## src/rtl/reversalmb_param_fsm_pkg.sv

```systemverilog
// Shared MBINIT definitions: sideband message codes and the lane-reversal FSM states.
package reversalmb_param_fsm_pkg;

    localparam logic [3:0] MSG_NONE        = 4'b0000;
    localparam logic [3:0] MSG_INIT_REQ    = 4'b0001;
    localparam logic [3:0] MSG_INIT_RESP   = 4'b0010;
    localparam logic [3:0] MSG_CLEAR_REQ   = 4'b0011;
    localparam logic [3:0] MSG_CLEAR_RESP  = 4'b0100;
    localparam logic [3:0] MSG_RESULT_REQ  = 4'b0101;
    localparam logic [3:0] MSG_RESULT_RESP = 4'b0110;
    localparam logic [3:0] MSG_DONE_REQ    = 4'b0111;
    localparam logic [3:0] MSG_DONE_RESP   = 4'b1000;

    typedef enum logic [3:0] {
        ST_IDLE,
        ST_INIT_REQ,
        ST_CLEAR_REQ,
        ST_LANEID_PAT,
        ST_RESULT_REQ,
        ST_DONE_REQ,
        ST_WAIT_RESP,
        ST_CHECK,
        ST_APPLY,
        ST_DONE,
        ST_ERROR
    } state_t;

    // Request code sent while sitting in a *_REQ state; MSG_NONE elsewhere.
    function automatic logic [3:0] req_code(input state_t s);
        case (s)
            ST_INIT_REQ:   req_code = MSG_INIT_REQ;
            ST_CLEAR_REQ:  req_code = MSG_CLEAR_REQ;
            ST_RESULT_REQ: req_code = MSG_RESULT_REQ;
            ST_DONE_REQ:   req_code = MSG_DONE_REQ;
            default:       req_code = MSG_NONE;
        endcase
    endfunction

    // Every response code is the code of its request plus one.
    function automatic logic [3:0] resp_code(input logic [3:0] req);
        resp_code = req + 4'd1;
    endfunction

endpackage

```

## src/rtl/reversalmb_param_fsm_lane_popcount.sv

```systemverilog
// Purely combinational count of passing lanes.
module lane_popcount #(
    parameter int NUM_LANES = 16
) (
    input  logic [NUM_LANES-1:0]         lanes_i,
    output logic [$clog2(NUM_LANES+1)-1:0] count_o
);

    localparam int CW = $clog2(NUM_LANES + 1);

    // Sum the per-lane pass bits at full width.
    always_comb begin
        count_o = '0;
        for (int unsigned i = 0; i < NUM_LANES; i++) begin
            count_o = count_o + CW'(lanes_i[i]);
        end
    end

endmodule

```

## src/rtl/reversalmb_param_fsm.sv

```systemverilog
// MBINIT lane-reversal sequencer: init/clear/lane-id/result handshakes over the
// sideband, pass-count check, bounded reversal retries, done or error.
module reversalmb_param_fsm
    import reversalmb_param_fsm_pkg::*;
#(
    parameter int NUM_LANES      = 16,
    parameter int PASS_THRESHOLD = 8,
    parameter int MAX_ATTEMPTS   = 1,
    parameter int TIMEOUT_CYCLES = 1024
) (
    input  logic                           CLK,
    input  logic                           rst,
    input  logic                           i_enable,
    input  logic                           i_busy_sideband,
    input  logic                           i_falling_edge_busy,
    input  logic                           i_msg_valid,
    input  logic [3:0]                     i_rx_sb_message,
    input  logic                           i_laneid_pattern_done,
    input  logic                           i_reversal_done,
    input  logic [NUM_LANES-1:0]           i_result_logged,
    output logic [3:0]                     o_tx_sb_message,
    output logic                           o_valid_out,
    output logic [1:0]                     o_laneid_pattern_en,
    output logic                           o_apply_reversal_en,
    output logic                           o_module_end,
    output logic                           o_train_error_req,
    output logic                           o_reversal_applied,
    output logic [$clog2(NUM_LANES+1)-1:0] o_pass_count
);

    localparam int PCW = $clog2(NUM_LANES + 1);
    localparam int TW  = $clog2(TIMEOUT_CYCLES);
    localparam int AW  = (MAX_ATTEMPTS < 1) ? 1 : $clog2(MAX_ATTEMPTS + 1);

    state_t          state_q, state_d;
    logic [3:0]      exp_q, exp_d;
    logic [TW-1:0]   cnt_q, cnt_d;
    logic [AW-1:0]   attempts_q, attempts_d;
    logic            pend_q, pend_d;
    logic            applied_q, applied_d;
    logic [PCW-1:0]  pass_q, pass_d;
    logic [PCW-1:0]  popcount;
    logic            resp_match;

    logic [3:0]      tx_q, tx_d;
    logic            valid_q, valid_d;
    logic [1:0]      laneid_q, laneid_d;
    logic            apply_q, apply_d;
    logic            end_q, end_d;
    logic            err_q, err_d;

    lane_popcount #(
        .NUM_LANES (NUM_LANES)
    ) u_popcount (
        .lanes_i (i_result_logged),
        .count_o (popcount)
    );

    assign resp_match = i_msg_valid && (i_rx_sb_message == exp_q);

    // Next-state decode plus attempts, expected-code, timeout and pass-count updates.
    // pend_q remembers an event that already fired while entry to the next *_REQ
    // state is held back by a busy sideband, so a one-cycle pulse is not lost.
    always_comb begin
        state_d    = state_q;
        exp_d      = exp_q;
        cnt_d      = '0;
        pend_d     = 1'b0;
        attempts_d = attempts_q;
        applied_d  = applied_q;
        pass_d     = pass_q;

        case (state_q)
            ST_IDLE: begin
                if (i_enable && !i_busy_sideband) state_d = ST_INIT_REQ;
            end
            ST_INIT_REQ, ST_CLEAR_REQ, ST_RESULT_REQ, ST_DONE_REQ: begin
                if (i_falling_edge_busy && !i_busy_sideband) begin
                    state_d = ST_WAIT_RESP;
                    exp_d   = resp_code(req_code(state_q));
                end
            end
            ST_LANEID_PAT: begin
                if (i_laneid_pattern_done || pend_q) begin
                    if (i_busy_sideband) pend_d  = 1'b1;
                    else                 state_d = ST_RESULT_REQ;
                end
            end
            ST_WAIT_RESP: begin
                cnt_d = cnt_q + TW'(1);
                if (!pend_q && (cnt_q == TW'(TIMEOUT_CYCLES - 1))) begin
                    state_d = ST_ERROR;
                end else if (resp_match || pend_q) begin
                    case (exp_q)
                        MSG_INIT_RESP: begin
                            if (i_busy_sideband) pend_d  = 1'b1;
                            else                 state_d = ST_CLEAR_REQ;
                        end
                        MSG_CLEAR_RESP:  state_d = ST_LANEID_PAT;
                        MSG_RESULT_RESP: begin
                            state_d = ST_CHECK;
                            pass_d  = popcount;
                        end
                        MSG_DONE_RESP:   state_d = ST_DONE;
                        default:         state_d = ST_ERROR;
                    endcase
                end
            end
            ST_CHECK: begin
                if (pass_q >= PCW'(PASS_THRESHOLD)) begin
                    if (!i_busy_sideband) state_d = ST_DONE_REQ;
                end else if (attempts_q < AW'(MAX_ATTEMPTS)) begin
                    state_d    = ST_APPLY;
                    attempts_d = attempts_q + AW'(1);
                end else begin
                    state_d = ST_ERROR;
                end
            end
            ST_APPLY: begin
                if (i_reversal_done || pend_q) begin
                    if (i_busy_sideband) begin
                        pend_d = 1'b1;
                    end else begin
                        state_d   = ST_CLEAR_REQ;
                        applied_d = 1'b1;
                    end
                end
            end
            ST_DONE, ST_ERROR: begin
                state_d = state_q;
            end
            default: state_d = ST_IDLE;
        endcase

        // Abort overrides everything above, including a same-cycle response.
        if ((state_q != ST_IDLE) && !i_enable) begin
            state_d    = ST_IDLE;
            cnt_d      = '0;
            pend_d     = 1'b0;
            attempts_d = '0;
            applied_d  = 1'b0;
            pass_d     = '0;
        end
    end

    // Output decode from the next state so outputs line up with the state's first cycle.
    always_comb begin
        tx_d     = req_code(state_d);
        valid_d  = (tx_d != MSG_NONE);
        laneid_d = (state_d == ST_LANEID_PAT) ? 2'b11 : 2'b00;
        apply_d  = (state_d == ST_APPLY);
        end_d    = (state_d == ST_DONE);
        err_d    = (state_d == ST_ERROR);
    end

    // State, bookkeeping and registered outputs with synchronous reset.
    always_ff @(posedge CLK) begin
        if (rst) begin
            state_q    <= ST_IDLE;
            exp_q      <= '0;
            cnt_q      <= '0;
            pend_q     <= 1'b0;
            attempts_q <= '0;
            applied_q  <= 1'b0;
            pass_q     <= '0;
            tx_q       <= '0;
            valid_q    <= 1'b0;
            laneid_q   <= '0;
            apply_q    <= 1'b0;
            end_q      <= 1'b0;
            err_q      <= 1'b0;
        end else begin
            state_q    <= state_d;
            exp_q      <= exp_d;
            cnt_q      <= cnt_d;
            pend_q     <= pend_d;
            attempts_q <= attempts_d;
            applied_q  <= applied_d;
            pass_q     <= pass_d;
            tx_q       <= tx_d;
            valid_q    <= valid_d;
            laneid_q   <= laneid_d;
            apply_q    <= apply_d;
            end_q      <= end_d;
            err_q      <= err_d;
        end
    end

    assign o_tx_sb_message     = tx_q;
    assign o_valid_out         = valid_q;
    assign o_laneid_pattern_en = laneid_q;
    assign o_apply_reversal_en = apply_q;
    assign o_module_end        = end_q;
    assign o_train_error_req   = err_q;
    assign o_reversal_applied  = applied_q;
    assign o_pass_count        = pass_q;

endmodule

```

## config.mk

```make
export PLATFORM = sky130hd
export DESIGN_NAME = reversalmb_param_fsm
export DESIGN_NICKNAME = d
export VERILOG_FILES = /design/src/rtl/reversalmb_param_fsm_pkg.sv /design/src/rtl/reversalmb_param_fsm_lane_popcount.sv /design/src/rtl/reversalmb_param_fsm.sv
export SDC_FILE = /design/constraint.sdc
export NUM_CORES = 1
export LEC_CHECK = 0
export ABC_AREA = 0
export CORE_AREA = 2 2 66 68
export DETAILED_ROUTE_END_ITERATION = 16
export DIE_AREA = 0 0 68 70
export PLACE_DENSITY = 0.84
export SLEW_MARGIN = 30
export SYNTH_ARGS = -nofsm -noshare
export SYNTH_HDL_FRONTEND = slang
export SYNTH_SLANG_ARGS = --single-unit
```

## constraint.sdc

```tcl
create_clock -name CLK -period 5.95 [get_ports CLK]
set_input_delay 0.8925 -clock CLK [delete_from_list [all_inputs] [get_ports CLK]]
set_output_delay 0.8925 -clock CLK [all_outputs]
set_load 0.01 [all_outputs]
```

Word-level counts from Yosys, hierarchy flattened
Index checks and enable logic that the tools add are counted.
{"block": "op_classes", "muxes": 26, "n_eq_ne": 24, "bitwise": 4, "n_addsub": 18, "mul": 0, "shifts": 0, "order_cmp": 2, "n_reduce_logical": 22, "div": 0}
{"cell": "$add 5x1->5", "n": 14}
{"cell": "$mux 4", "n": 13}
{"cell": "$eq 4x3->1 const B", "n": 8}
{"cell": "$eq 4x4->1 const B", "n": 7}
{"cell": "$pmux 4 s7", "n": 1}
{"cell": "$pmux 3 s4", "n": 2}
{"cell": "$eq 4x2->1 const B", "n": 5}
{"cell": "$pmux 4 s4", "n": 1}
{"cell": "$add 10x1->10 const B", "n": 1}
{"cell": "$eq 10x10->1 const B", "n": 1}
{"cell": "$eq 4x1->1 const B", "n": 2}
{"cell": "$reduce_bool 4->1", "n": 2}
{"cell": "$mux 1", "n": 6}
{"cell": "$reduce_and 3->1", "n": 2}
{"cell": "$ge 5x4->1 const B", "n": 1}
{"cell": "$logic_and 1x1->1", "n": 5}
{"cell": "$add 4x1->4 const B", "n": 1}
{"cell": "$eq 4x4->1", "n": 1}
{"cell": "$logic_not 4->1", "n": 1}
{"cell": "$mux 2", "n": 2}
{"cell": "$not 1->1", "n": 4}
{"cell": "$reduce_and 4->1", "n": 1}
{"cell": "$reduce_or 2->1", "n": 2}
{"cell": "$reduce_or 4->1", "n": 1}
{"cell": "other kinds (8)", "n": 12}
{"block": "word_totals", "regBits": 36, "ramBits": 0, "romBits": 0, "memories": 0, "wordCells": 109, "latchBits": 0, "in_bits": 28}

Depth between registers and ports, before layout
{"block": "logic_depth", "ltp_word": 15, "ltp_mapped": 15, "depth_no_buf": 15}

Hierarchy
Synthesis repeated with hierarchy kept, for this count alone.
{"block": "unflattened", "cells_unflattened": 258, "hier_area_um2": 2217.1}
{"module": "reversalmb_param_fsm", "cells_per_inst": 216, "area_per_inst_um2": 1823.0, "instances": 1}
{"module": "lane_popcount", "cells_per_inst": 42, "area_per_inst_um2": 394.1, "instances": 1}

Worst setup path after synthesis
Ideal clock, no wire load.
{"block": "synth_path", "path_kind": "input to register", "from": "input i_result_logged[0]", "to": "register pass_q[2], in the netlist o_pass_count[2]", "t_required_ns": 5.815, "setup_slack_ns": 1.649, "setup_time_ns": 0.135, "cell_stages": 11, "arrival_time_ns": 4.166, "cell_sequence": "ha_1 -> inv_1 -> fa_1 -> fa_1 -> fa_1 -> fa_1 -> fa_1 -> fa_1 -> xnor2_1 -> mux2i_1 -> nor2_1"}
{"block": "synth_via", "elab_chain_len": 15}
{"item": "from (decl)", "line_no": "reversalmb_param_fsm.sv:20", "source": "input logic [NUM_LANES-1:0] i_result_logged,"}
{"item": "$add 1x1->2", "line_no": "reversalmb_param_fsm_lane_popcount.sv:15", "source": "count_o = count_o + CW'(lanes_i[i]);"}
{"item": "$add 5x1->5 (14 in a row)", "line_no": "reversalmb_param_fsm_lane_popcount.sv:15"}
{"item": "to (signal assigned)", "line_no": "reversalmb_param_fsm.sv:179", "source": "pass_q <= pass_d;"}
{"item": "to (decl)", "line_no": "reversalmb_param_fsm.sv:41", "source": "logic [PCW-1:0] pass_q, pass_d;"}
Every way passes these cells.
A chain may end at the register's enable or synchronous reset.

Worst setup path after layout
{"block": "layout_path", "from": "input i_result_logged[0]", "to": "register pass_q[4], in the netlist o_pass_count[4]"}
The elaborated chain is that of the path after synthesis.

==> impl_results.md <==
- Outcome: finished, final reports clean
- Clk buf depth: 2
- Filler-free cell count of the finished design: 348
- Unrepaired setup endpoints after global routing: no
- Share of layout cells above drive strength 1: 0.0912
- Fin crit share: 0.770
- Number of max-cap violations: 0
- Initial antenna violation count: 0
- Cts hold-fix bufs: 0
- Initial Util: 0.535
- Post-DP HPWL: 3510 um
- Bufs and invs on worst path: 2
- Post-route ant nets: 0
- Antenna cells: 0
- Synth warn: 0
- Tightest Pin Transition: 0.791 ns
- CP max stage delay: between 0.5 and 0.6 ns
- Worst-path cell chain: clkdlybuf4s50_1, ha_1, inv_1, fa_1, fa_1, fa_1, fa_1, fa_1, fa_1, nor2b_1, o21a_1, mux2i_1, nor2_1
- Primary FF master, synth: dfxtp_1
- Die ar.: 4760 sq um
- Worst hold path class: flop to flop
- Tmin final: 4.58 ns
- Cells after synthesis: ~260
- First-pass GRT wire length: 7630 um
- CP required: about 6.2 ns
- # resized after CTS: 0
- Final setup fails: 0
- Fmax: 218 MHz
- Crit-path slowest cell: fa_1
- Initial DRT Pass Iterations: 4
- Power share of the sequential group: 0.346
- Dpl ws: 1.05 ns
- Final Core Density: 0.660
- Grt ovf: 0
- Via count: just under 2000
- # rows: 24
- Number of synthesized register bits: 33
- Die width: 68 um
- Syn_nets: just over 300
- Iter 0 DRT Violations: 145
- Die height: 70 um
- Syn Area/Cell: 8.46 sq um
- IO Pins: 44
- Final hold violation count: 0
- EDFF count, synth: 0
- Buffers inserted by post-CTS timing repair: 0
- Gate power share: 0.292
- Pleak: between 1 and 1.5 nW
- WP data arrival: 4.81 ns
- Crit path max-delay family: adder cells
- Sw frac: 0.280
- Root Driver: clkbuf_8
- Largest net degree at the start of global routing: 24
- Crit-path max FO: 2
- R2R Setup Slk: roughly 3.5 ns
- Syn Std Cell Area: 2220 sq um
- Via/cell ratio: about 5.5
- Worst setup SP type: input pin
- H-tree lvl count: 2
- Number of global-route vias before repair: roughly 1700
- PortBufs: 42
- Core Area: a little over 4000 sq um
- Crit end category: flop
- Sequential fraction of the synthesis area: 0.298
- CTS tree: built
- CTS clk-pin slew, worst paths: around 0.06 ns
- Area growth syn-to-layout: 23.4%
- Yosys cell types: 58
- Routed WL per cell: 13.3 um
- Most numerous cell on the critical path: fa_1
- Tot GR Track Use: 0.210
- Internal power: about 0.00050 W
- Setup TNS: 0 ns
- Setup Crit Path Kind: input pin to flop
- CTS buffer count: 5
- Drt drc: 0
- Fin worst setup slack: 1.37 ns
- Fill cells: 335
- CTS sink cnt: 33
- Count of pins over their slew limit: 0
- Net Switching: 0.000193 W
- Highest ir drop seen on vdd: roughly 0.15 mV
- Pwr Density: 252 nW/um^2
- Clock power frac: 0.362
- Placer Congestion: 0.826
- Final wirelength: 4620 um
- Inst Count DP: 340
- Final net count: 339
- Clk_lat worst skew: 0.29 ns
- Slew margin rel.: 0.472
- Ys async rst share: 0
- Final Skew: 0.00377 ns
-- per-layer routing --
layer,up-vias,GRT usage,share of wire
met5,-,0,0
met4,0,0.0800,0.027
met2,74,0.342,0.50
li1,953,-,-
met3,15,0.0709,0.071
met1,879,0.252,0.40
-- cell usage after synthesis, types with 2 or more instances --
library cell | instances | area (sq um)
nor4_1 | 3 | 18.8
fa_1 | 10 | 200
clkbuf_1 | 5 | 18.8
or3b_2 | 2 | 17.5
a31oi_1 | 2 | 12.5
and3_1 | 2 | 12.5
a21boi_0 | 2 | 15.0
or3_1 | 3 | 18.8
xor2_1 | 7 | 61.3
inv_1 | 26 | 97.6
o21ai_0 | 11 | 55.1
a211oi_1 | 5 | 37.5
nor3_1 | 2 | 10.0
o211ai_1 | 2 | 15.0
nor2b_1 | 3 | 18.8
a21oi_1 | 10 | 50.1
ha_1 | 6 | 75.1
buf_2 | 3 | 15.0
nand3_1 | 6 | 30.0
nor3_2 | 4 | 40.0
nor2_1 | 36 | 135
dfxtp_1 | 33 | 661
mux2i_1 | 4 | 40.0
a21o_1 | 2 | 15.0
buf_6 | 2 | 22.5
nand2_1 | 12 | 45.0
o21bai_1 | 3 | 22.5
or2_2 | 2 | 12.5
nor3b_1 | 5 | 37.5
a311oi_1 | 3 | 26.3
xnor2_1 | 7 | 61.3
buf_4 | 5 | 37.5
nand2b_1 | 5 | 31.3
o21a_1 | 5 | 37.5
-- state kept, by name, summed over array words and instances, names as in the netlist --
register             flops
pend_q                   1
cnt_q                   10
attempts_q               1
o_tx_sb_message          2
o_pass_count             5
o_laneid_pattern_en      1
o_train_error_req        1
exp_q                    4
o_apply_reversal_en      1
o_module_end             1
o_reversal_applied       1
state_q                  4
o_valid_out              1
-- through the flow --
step                power (W)  area, sq um  hold WS, ns
floorplan            0.000391         2220        0.429
global placement     0.000434         2600        0.439
detailed placement   0.000445         2600        0.457
CTS                  0.000695         2730        0.473
global route         0.000728         2730        0.491
finish               0.000689         2730        0.462
-- path summary, 6_finish.rpt --
path | start | endpoint | depth (start not counted)
hold / removal | attempts_q$_SDFFE_PP0P_ | attempts_q$_SDFFE_PP0P_ | 2
setup reg to reg | state_q[1]$_SDFF_PP0_ | o_valid_out$_SDFF_PP0_ | 7
setup / recovery | i_result_logged[0] | o_pass_count[4]$_SDFFE_PP0P_ | 13
hold reg to reg | attempts_q$_SDFFE_PP0P_ | attempts_q$_SDFFE_PP0P_ | 2
-- cells by family after synthesis --
logic type                 after synthesis  share of synthesized area
AOI/OAI and AO/OA                       54                      0.170
muxes                                    4                     0.0181
and+or+nand+nor                         97                      0.241
DFF                                     33                      0.298
other                                    1                    0.00169
xor gates and xnor gates                14                     0.0553
adders and majority gates               16                      0.124
buffers and inverters                   43                     0.0915
-- tightest hold or removal path, stage by stage, from the launching register on --
cell	delay, ns
dfxtp_1	0.32
a21oi_1	0.04
nor2_1	0.07
-- power by group through the flow --
stage	clock [W]	combinational (W)	sequential, W
after floorplan	0	0.000154	0.000236
after global placement	0	0.000191	0.000243
after detailed placement	0	0.000202	0.000243
after CTS	0.000253	0.000203	0.000238
after global routing	0.000263	0.000225	0.000240
final	0.000249	0.000201	0.000239
-- placed cells by master, fill, tap and decap left out, types with 2 or more instances in the layout --
master | synthesis | final
clkdlybuf4s50_1 | 0 | 42
nor2_1 | 36 | 36
dfxtp_1 | 33 | 33
inv_1 | 26 | 26
nand2_1 | 12 | 12
o21ai_0 | 11 | 11
a21oi_1 | 10 | 10
fa_1 | 10 | 10
xor2_1 | 7 | 7
xnor2_1 | 7 | 7
nand3_1 | 6 | 6
ha_1 | 6 | 6
nand2b_1 | 5 | 5
nor3b_1 | 5 | 5
o21a_1 | 5 | 5
a211oi_1 | 5 | 5
clkbuf_8 | 0 | 5
nor3_2 | 4 | 4
mux2i_1 | 4 | 4
or3_1 | 3 | 3
nor4_1 | 3 | 3
o21bai_1 | 3 | 3
nor2b_1 | 3 | 3
a311oi_1 | 3 | 3
or2_2 | 2 | 2
a21boi_0 | 2 | 2
nor3_1 | 2 | 2
a31oi_1 | 2 | 2
and3_1 | 2 | 2
or3b_2 | 2 | 2
a21o_1 | 2 | 2
o211ai_1 | 2 | 2
bufinv_16 | 0 | 2
-- cell type report --
class,instances,area (sq um),share of cell area
clock buffers,5,68.8,0.0252
clock inverters,3,65.1,0.0238
flip-flops and latches,33,661,0.242
multi-input cells,186,1350,0.495
repair buffers,42,420,0.154
inverters,27,101,0.0371
well taps,52,65.1,0.0238
Note: power is estimated with default switching activity, not from simulation.
